===== config.mk =====
export PLATFORM = sky130hd
export DESIGN_NAME = frame_ctrl
export DESIGN_NICKNAME = d
export VERILOG_FILES = /design/src/rtl/frame_pkg.sv /design/src/rtl/frame_mem.sv /design/src/rtl/frame_ctrl.sv
export SDC_FILE = /design/constraint.sdc
export NUM_CORES = 1
export LEC_CHECK = 0
export BUFFER_PORTS_ARGS = -buffer_cell sky130_fd_sc_hd__buf_2
export CAP_MARGIN = 30
export CELL_PAD_IN_SITES_DETAIL_PLACEMENT = 0
export CELL_PAD_IN_SITES_GLOBAL_PLACEMENT = 1
export CORE_MARGIN = 1.5
export CORE_UTILIZATION = 30
export DETAILED_ROUTE_END_ITERATION = 8
export PLACE_DENSITY = 0.6
export SYNTH_ARGS = -nofsm -noshare
export SYNTH_HDL_FRONTEND = slang
export SYNTH_SLANG_ARGS = --single-unit
export TNS_END_PERCENT = 100

===== constraint.sdc =====
create_clock -name clk -period 6.3 [get_ports clk]
set_input_delay 0.63 -clock clk [delete_from_list [all_inputs] [get_ports clk]]
set_output_delay 0.63 -clock clk [all_outputs]
set_load 0.02 [all_outputs]

===== src/rtl/frame_pkg.sv =====
// Shared types for the call-frame manager: saved-frame record, FSM states and error codes.
package frame_pkg;

    localparam int PKG_LVA_AW = 8;
    localparam int PKG_PC_W   = 16;

    typedef struct packed {
        logic [PKG_PC_W-1:0]   pc;
        logic [PKG_LVA_AW-1:0] base;
        logic [PKG_LVA_AW-1:0] nlocals;
    } frame_t;

    typedef enum logic [2:0] {
        S_IDLE        = 3'd0,
        S_INV_POP     = 3'd1,
        S_INV_WR      = 3'd2,
        S_INV_COMMIT  = 3'd3,
        S_RET_POP     = 3'd4,
        S_RET_RESTORE = 3'd5,
        S_RET_PUSH    = 3'd6,
        S_FIN         = 3'd7
    } fstate_e;

    typedef enum logic [1:0] {
        ERR_OK  = 2'b00,
        ERR_OVF = 2'b01,
        ERR_UNF = 2'b10,
        ERR_ILL = 2'b11
    } err_e;

endpackage


===== src/rtl/frame_mem.sv =====
// Saved-frame store: one write port, one synchronous read port (data one cycle after address).
module frame_mem
    import frame_pkg::*;
#(
    parameter int DEPTH = 16
) (
    input  logic                     clk,
    input  logic                     we,
    input  logic [$clog2(DEPTH)-1:0] waddr,
    input  frame_t                   wdata,
    input  logic [$clog2(DEPTH)-1:0] raddr,
    output frame_t                   rdata
);

    frame_t mem [DEPTH];

    always_ff @(posedge clk) begin
        if (we) begin
            mem[waddr] <= wdata;
        end
        rdata <= mem[raddr];
    end

endmodule


===== src/rtl/frame_ctrl.sv =====
// Invoke/return sequencer: moves arguments from the eval stack into a fresh LVA window and
// saves/restores caller frames in frame_mem.
module frame_ctrl
    import frame_pkg::*;
#(
    parameter int DATA_W    = 32,
    parameter int LVA_AW    = PKG_LVA_AW,
    parameter int PC_W      = PKG_PC_W,
    parameter int MAX_DEPTH = 16
) (
    input  logic                         clk,
    input  logic                         rst,
    input  logic                         invoke,
    input  logic                         ret,
    input  logic                         ret_val,
    input  logic [LVA_AW-1:0]            nargs,
    input  logic [LVA_AW-1:0]            nlocals,
    input  logic [PC_W-1:0]              target_pc,
    input  logic [PC_W-1:0]              return_pc,
    output logic [PC_W-1:0]              pc_out,
    output logic                         pc_load,
    output logic                         done,
    output logic                         busy,
    output logic [1:0]                   err,
    output logic [LVA_AW-1:0]            lva_base,
    output logic [$clog2(MAX_DEPTH):0]   depth,
    output logic                         evalpush,
    output logic                         evaltrigger,
    output logic [DATA_W-1:0]            evalwrite,
    input  logic [DATA_W-1:0]            evalread,
    input  logic                         evaldone,
    output logic                         lvaop,
    output logic                         lvatrigger,
    output logic [LVA_AW-1:0]            lvaindex,
    output logic [DATA_W-1:0]            lvawrite,
    input  logic [DATA_W-1:0]            lvaread,
    input  logic                         lvadone,
    output logic [2:0]                   dbg_state
);

    localparam int                DW         = $clog2(MAX_DEPTH);
    localparam logic [DW:0]       DEPTH_FULL = (DW+1)'(MAX_DEPTH);
    localparam logic [LVA_AW+1:0] LVA_SIZE   = (LVA_AW+2)'(1) << LVA_AW;

    fstate_e             state, state_n;
    logic                fired, fired_n;
    err_e                err_q;
    logic [PC_W-1:0]     pc_q, tpc_q, rpc_q;
    logic [LVA_AW-1:0]   cur_nlocals, new_base, nargs_q, nlocals_q, k_q;
    logic [DATA_W-1:0]   data_q;
    logic                rv_q;
    logic [LVA_AW+1:0]   base_sum, win_end;
    logic                inv_ill, inv_ovf, mem_we;
    frame_t              wr_frame, rd_frame;
    logic                unused_lvaread;

    assign unused_lvaread = ^lvaread;

    assign base_sum = (depth == '0) ? '0 : ({2'b00, lva_base} + {2'b00, cur_nlocals});
    assign win_end  = base_sum + {2'b00, nlocals};
    assign inv_ill  = nargs > nlocals;
    assign inv_ovf  = (depth == DEPTH_FULL) || (win_end > LVA_SIZE);

    assign wr_frame = '{pc: rpc_q, base: lva_base, nlocals: cur_nlocals};

    // Read address tracks the top saved frame, so the IDLE cycle of a return already fetches it.
    frame_mem #(.DEPTH(MAX_DEPTH)) u_mem (
        .clk   (clk),
        .we    (mem_we),
        .waddr (depth[DW-1:0]),
        .wdata (wr_frame),
        .raddr (DW'(depth - 1'b1)),
        .rdata (rd_frame)
    );

    assign pc_out    = pc_q;
    assign err       = err_q;
    assign busy      = (state != S_IDLE);
    assign dbg_state = state;

    // Port handshake: a request is a one-cycle trigger; the port answers with a one-cycle done,
    // which is accepted only once the trigger for the current state has been issued (fired).
    always_comb begin
        state_n     = state;
        evaltrigger = 1'b0;
        evalpush    = 1'b0;
        evalwrite   = '0;
        lvatrigger  = 1'b0;
        lvaop       = 1'b0;
        lvaindex    = '0;
        lvawrite    = '0;
        done        = 1'b0;
        pc_load     = 1'b0;
        mem_we      = 1'b0;
        unique case (state)
            S_IDLE: begin
                if (invoke && ret) begin
                    state_n = S_FIN;
                end else if (invoke) begin
                    if (inv_ill || inv_ovf)  state_n = S_FIN;
                    else if (nargs == '0)    state_n = S_INV_COMMIT;
                    else                     state_n = S_INV_POP;
                end else if (ret) begin
                    if (depth == '0)         state_n = S_FIN;
                    else if (ret_val)        state_n = S_RET_POP;
                    else                     state_n = S_RET_RESTORE;
                end
            end
            S_INV_POP: begin
                evaltrigger = !fired;
                if (fired && evaldone) state_n = S_INV_WR;
            end
            S_INV_WR: begin
                lvaop      = 1'b1;
                lvaindex   = new_base + nargs_q - LVA_AW'(1) - k_q;
                lvawrite   = data_q;
                lvatrigger = !fired;
                if (fired && lvadone) begin
                    state_n = (k_q == nargs_q - LVA_AW'(1)) ? S_INV_COMMIT : S_INV_POP;
                end
            end
            S_INV_COMMIT: begin
                mem_we  = 1'b1;
                state_n = S_FIN;
            end
            S_RET_POP: begin
                evaltrigger = !fired;
                if (fired && evaldone) state_n = S_RET_RESTORE;
            end
            S_RET_RESTORE: begin
                state_n = rv_q ? S_RET_PUSH : S_FIN;
            end
            S_RET_PUSH: begin
                evalpush    = 1'b1;
                evalwrite   = data_q;
                evaltrigger = !fired;
                if (fired && evaldone) state_n = S_FIN;
            end
            S_FIN: begin
                done    = 1'b1;
                pc_load = (err_q == ERR_OK);
                state_n = S_IDLE;
            end
            default: state_n = S_IDLE;
        endcase
        fired_n = (state_n == state) ? (fired | evaltrigger | lvatrigger) : 1'b0;
    end

    always_ff @(posedge clk) begin
        if (rst) begin
            state       <= S_IDLE;
            fired       <= 1'b0;
            err_q       <= ERR_OK;
            pc_q        <= '0;
            tpc_q       <= '0;
            rpc_q       <= '0;
            lva_base    <= '0;
            cur_nlocals <= '0;
            new_base    <= '0;
            nargs_q     <= '0;
            nlocals_q   <= '0;
            k_q         <= '0;
            data_q      <= '0;
            rv_q        <= 1'b0;
            depth       <= '0;
        end else begin
            state <= state_n;
            fired <= fired_n;
            unique case (state)
                S_IDLE: begin
                    if (invoke && ret) begin
                        err_q <= ERR_ILL;
                    end else if (invoke) begin
                        nargs_q   <= nargs;
                        nlocals_q <= nlocals;
                        tpc_q     <= target_pc;
                        rpc_q     <= return_pc;
                        new_base  <= base_sum[LVA_AW-1:0];
                        k_q       <= '0;
                        if (inv_ill)      err_q <= ERR_ILL;
                        else if (inv_ovf) err_q <= ERR_OVF;
                        else              err_q <= ERR_OK;
                    end else if (ret) begin
                        rv_q  <= ret_val;
                        err_q <= (depth == '0) ? ERR_UNF : ERR_OK;
                    end
                end
                S_INV_POP: if (fired && evaldone) data_q <= evalread;
                S_INV_WR:  if (fired && lvadone) k_q <= k_q + LVA_AW'(1);
                S_INV_COMMIT: begin
                    depth       <= depth + 1'b1;
                    lva_base    <= new_base;
                    cur_nlocals <= nlocals_q;
                    pc_q        <= tpc_q;
                end
                S_RET_POP: if (fired && evaldone) data_q <= evalread;
                S_RET_RESTORE: begin
                    lva_base    <= rd_frame.base;
                    cur_nlocals <= rd_frame.nlocals;
                    pc_q        <= rd_frame.pc;
                    depth       <= depth - 1'b1;
                end
                default: ;
            endcase
        end
    end

endmodule


# Word level (Yosys, flattened, before mapping)
# Memory sizes are Yosys's and may differ from the RTL's. A register that Yosys moved wholly into a read port is not among the register bits.
# Cells that the tools add are included.
# totals
register_bits	140
memories	1
output_inout_bits	113
inputBits	119
ramBits	512
# op_classes
n_mux	41
reduce_logical	22
n_bitwise	5
addsub	9
n_lt_le_gt_ge	2
eq_ne	13
# memory_table
name	words	word_bits	read_ports	rd_ports_with_merged_regs	write_ports	line	text
u_mem.mem	16	32	1	1	1	frame_mem.sv:15	frame_t mem [DEPTH];
# op_table
cell	count
$mux W32	2
$pmux W8 S2	3
$mux W8	4
$pmux W16 S2	1
$mux W3	8
$pmux W3 S8	1
$mux W2	8
$sub A8 B1 Y8 const B	2
$eq A3 B3 Y1 const B	4
$mux W1	12
$add A9 B8 Y10	1
$gt A10 B9 Y1 const B	1
$pmux W5 S2	1
$add A8 B8 Y9	1
$mux W9	1
$add A8 B1 Y8 const B	1
$add A8 B8 Y8	1
$eq A8 B8 Y1	1
$gt A8 B8 Y1	1
$logic_not A8 Y1	1
$reduce_and A4 Y1	2
$sub A8 B8 Y8	1
$eq A3 B2 Y1 const B	2
$ne A2 B2 Y1 const B	3
other kinds (19)	29

# Longest topological paths before layout
# logic_depth
word_depth	13
ltp_mapped	19

# Hierarchy
# Synthesis repeated with hierarchy kept, for this count alone.
# unflattened
hier_cells	1820
hier_area_um2	27443.8
# modules_own_cells
module	cells_per_inst	area_per_inst_um2	n_inst	seq_area_each_um2
frame_mem	838	19854.0	1	16015.4
frame_ctrl	982	7589.8	1	2802.7

# Worst setup path before layout
# OpenSTA, ideal clock, no wires.
# synth_timing
path_kind	register to register
from	register state[0], in the netlist dbg_state[0]
to	memory u_mem.mem[2][0] (netlist bit) (enable)
period_less_slack_ns	4.200
setup_ns	0.461
arrival_ns	3.739
path_buffers	3
t_required_ns	5.839
path_stages_with_launch	8
slack_ns	2.100
path_cell_list	dfxtp_1 -> buf_2 -> nand2_1 -> nor2_1 -> buf_2 -> buf_2 -> nand2_1 -> nor3_1
# synth_between
elab_chain_cells	4
# synth_rtl
item	line	text
from (decl)	frame_ctrl.sv:45	fstate_e state, state_n;
from (signal assigned)	frame_ctrl.sv:167	state <= state_n;
$eq A3 B2 Y1	frame_ctrl.sv:95	unique case (state)
$mux W1	frame_ctrl.sv:95	
$mux W1	frame_mem.sv:18	if (we) begin
$mux W1 (not written as such)	frame_mem.sv:19	mem[waddr] <= wdata;
to (decl)	frame_mem.sv:15	
# No other way between the ends.

# Worst setup path in the final report
# layout_timing
from	register depth[0]
to	register state[1], in the netlist dbg_state[1]
# layout_between
elab_chain_cells	10
# layout_rtl
item	line	text
from (decl)	frame_ctrl.sv:26	output logic [$clog2(MAX_DEPTH):0] depth,
from (signal assigned)	frame_ctrl.sv:191	depth <= depth + 1'b1;
from (signal assigned)	frame_ctrl.sv:201	depth <= depth - 1'b1;
$logic_not A5 Y1	frame_ctrl.sv:59	assign base_sum = (depth == '0) ? '0 : ({2'b00, lva_base} + {2'b00, cur_nlocals});
$mux W9	frame_ctrl.sv:59	
named net base_sum[0]	frame_ctrl.sv:52	logic [LVA_AW+1:0] base_sum, win_end;
$add A9 B8 Y10	frame_ctrl.sv:60	assign win_end = base_sum + {2'b00, nlocals};
$gt A10 B9 Y1	frame_ctrl.sv:62	assign inv_ovf = (depth == DEPTH_FULL) || (win_end > LVA_SIZE);
$logic_or A1 B1 Y1	frame_ctrl.sv:62	
$logic_or A1 B1 Y1	frame_ctrl.sv:100	if (inv_ill || inv_ovf) state_n = S_FIN;
$mux W3	frame_ctrl.sv:100	
$mux W3	frame_ctrl.sv:99	end else if (invoke) begin
$mux W3	frame_ctrl.sv:97	if (invoke && ret) begin
$pmux W3 S8	frame_ctrl.sv:95	
# The timed path passes the listed nets, and every way through them passes these cells.
# A chain may end at the register's enable or synchronous reset.

==> out/qor.yml <==
synthesis:
  yosysTopAreaCell: "edfxtp_1"
  syn_area_per_cell_um2: 15.8
  ys_seq_area_frac: 0.685
  synth_edf_count: 512
  yosysWarnings: 0
  synth_most_common_cell: "edfxtp_1"
  synth-main-ff-cell: "edfxtp_1"
  synth_area_leaders: "edfxtp_1, mux4_2, dfxtp_1"
  syn_area_um2: 27500
  synth_common_cells: "edfxtp_1, nand2_1, dfxtp_1, mux4_2, a21oi_1"
  synth_cell_type_count: 70
  synth_top_area_frac: 0.559
  synthArstFlopShare: 0
  postSynthCellCount: 1736
  syn_nets: 1902
  ys_seq_elements: 684
global_route:
  gr-total-overflow: 0
  grt_max_degree: 108
  grt_antenna_before_repair: 5
  grtUsageTotal: 0.151
  grt_pass1_vias: 16144
  grt_pass1_wl_um: 105000
finish:
  regArea_um2: 18800
  final_util: 0.359
  fin_area_um2: 32500
  nNetsFinal: 2113
  syn2layout_area_growth_pct: 18.2
  drive_above_1_share: 0.275
  multi_input_area_um2: 8210
  fillers: 8497
hold_path:
  whs_path_depth: 3
  min_to: "rpc_q[2]$_SDFFE_PP0P_"
  hold_path.class: "in2reg"
  hold_start: "return_pc[2]"
outcome:
  status: "completed"
routing:
  firstDrtPassIters: 5
  vias: 15684
  via_per_inst: 4.92
  wl_per_cell_um: 22.3
  ant_nets: 0
  drt_wl_total_um: 71100
  drc: 0
  drtIter0Drc: 1176
power_and_ir_drop:
  p_total_mw: 13.7
  powerDensity_nw_per_um2: 423
  irDropWorstVdd_v: 0.000438
  leakage_nw: 11.1
floorplan:
  dieArea_um2: 93400
  start_util: 0.304
  core_region_area_um2: 90400
  row_count: 110
  dieWidth_um: 306
  ioPinCount: 232
  die_height_um: 306
placement:
  io_buffers: 199
  gp_congestion: 0.782
  dp_hpwl_um: 43000
  placed_cell_area_um2: 30000
sta:
  hold_slack_ns: 0.259
  fin_crit_ns: 4.38
  tightest_slew_ns: 0.960
  setup_tns_ns: 0
  clock_skew_ns: 0.0258
  hold_viol_final: 0
  rsz0062_at_grt: "no"
  min_period_over_period: 0.695
  setup_violations: 0
  slew_headroom: 0.358
  slew_viol_final: 0
  clock.fmax_mhz: 228
clock_network:
  clkSlewWorstSetupHoldPaths_ns: 0.06
  cts-root-buf: "clkbuf_16"
  ctsResizeCount: 0
  insertion_delay_ns: 0.61
  htreeDepth: 3
  hold_buffers: 0
  cts.sinks: 684
  cts_tree: "done"
  post_cts_buffers: 0
  numCtsBuffers: 74
  clk_path_buf_depth: 3
worst_setup_path:
  rrSetupSlack_ns: 1.92
  cp_max_fo: 31
  cp-end-kind: "register"
  worstReg2RegEnd: "dbg_state[1]$_SDFF_PP0_"
  reg2regPathDepth: 15
  worstSetupPathType: "reg2reg"
  cp.required_ns: 6.75
  worstPathArrival_ns: 4.83
  critPathLaunchType: "register"
  r2r-start: "depth[0]$_SDFFE_PP0P_"
job:
  max_cap_viol_count: 0
==> kinds of logic (layout without fill, tap and decap cells) <==
logic type	Yosys count	after routing	share of synthesized area
AOI/OAI and AO/OA	235	235	0.0531
muxes	164	164	0.133
xor gates and xnor gates	34	34	0.0108
DFF	684	684	0.685
and+or+nand+nor	425	425	0.0720
adders and majority gates	47	47	0.0241
other	0	2	0
buffers and inverters	147	418	0.0226
==> layout make-up <==
type / instances / area share
multi-input combinational: 905 / 0.253
clock inverter: 33 / 0.0101
clock buffer: 103 / 0.0645
antenna: 2 / 0.000154
inverter: 46 / 0.00532
timing repair buffer: 236 / 0.0423
tap: 1176 / 0.0453
sequential: 684 / 0.580
==> per-stage QoR <==
step,worst slack [ns],cells
5_1_grt,1.40,3184
3_5_place_dp,1.85,3045
2_1_floorplan,2.10,1736
4_1_cts,1.84,3181
6_report,1.92,3185
3_3_place_gp,1.79,3043
==> layer usage <==
layer | share of wire | track usage | up-vias | wire, um
li1 | - | - | 7058 | -
met1 | 0.43 | 0.196 | 8073 | 30800
met2 | 0.49 | 0.255 | 448 | 34700
met3 | 0.053 | 0.0278 | 103 | 3790
met4 | 0.025 | 0.0492 | 2 | 1780
met5 | 0.00018 | 0 | - | 13
==> cell usage in the layout, fill, tap and decap left out, types with 4 or more instances in the layout <==
master     instances
dfxtp_1          171
nor3_1            12
nand2b_1           7
xor2_1            11
fa_1              10
a221oi_1           4
a22oi_1           34
clkbuf_8           9
mux2i_1            4
edfxtp_1         512
clkinv_2          14
mux4_2           160
nor2_4            15
clkinv_1          10
and3_1            37
clkbuf_1          18
clkbuf_16         76
bufinv_16          5
nor3_2             9
a21oi_1          140
buf_4             32
nor2_1            44
nor4_1             4
buf_2            198
and2_1            39
o21ai_0            6
ha_1              36
a21o_1            10
inv_1             45
nand4_1            4
or2_2              5
xnor2_1           22
a211oi_1           6
nand3_1            4
nand2_1          225
==> critical path: stages, from the launching register on <==
cell and delay, ns:
dfxtp_4 0.81, inv_1 0.29, ha_4 0.25, nand2_1 0.20
or2_2 0.28, and2_1 0.18, ha_1 0.19, inv_1 0.06
fa_1 0.48, nand2b_1 0.07, a2111oi_0 0.34, o21ai_1 0.18
nor4_2 0.27, a221oi_1 0.13, nor3_2 0.35, a211oi_1 0.13
==> how the worst max path moves through the flow <==
| stage | start | end | slack [ns] | cells after the start |
|---|---|---|---|---|
| 2_1_floorplan | dbg_state[0]$_SDFF_PP0_ | u_mem.mem[2][0]$_DFFE_PP_ | 2.10 | 7 |
| 3_3_place_gp | depth[0]$_SDFFE_PP0P_ | dbg_state[2]$_SDFF_PP0_ | 1.79 | 15 |
| 3_5_place_dp | depth[0]$_SDFFE_PP0P_ | dbg_state[1]$_SDFF_PP0_ | 1.85 | 15 |
| 4_1_cts | depth[0]$_SDFFE_PP0P_ | dbg_state[1]$_SDFF_PP0_ | 1.84 | 15 |
| 5_1_grt | depth[0]$_SDFFE_PP0P_ | dbg_state[2]$_SDFF_PP0_ | 1.40 | 15 |
| 6_report | depth[0]$_SDFFE_PP0P_ | dbg_state[1]$_SDFF_PP0_ | 1.92 | 15 |
==> flip-flops by register name, summed over array words and instances (netlist names), 2 cells and up <==
register	cells
cur_nlocals	8
data_q	32
dbg_state	3
depth	5
err	2
k_q	8
lva_base	8
nargs_q	8
new_base	8
nlocals_q	8
pc_out	16
rpc_q	16
tpc_q	16
u_mem.mem	512
u_mem.rdata	32
==> power breakdown <==
part,total [mW],internal [mW],switching (mW)
combinational,3.85,1.79,2.06
sequential,5.61,5.23,0.377
clock,4.28,2.54,1.75
total,13.7,9.55,4.19
No activity file was read; power rests on OpenSTA's default activity.
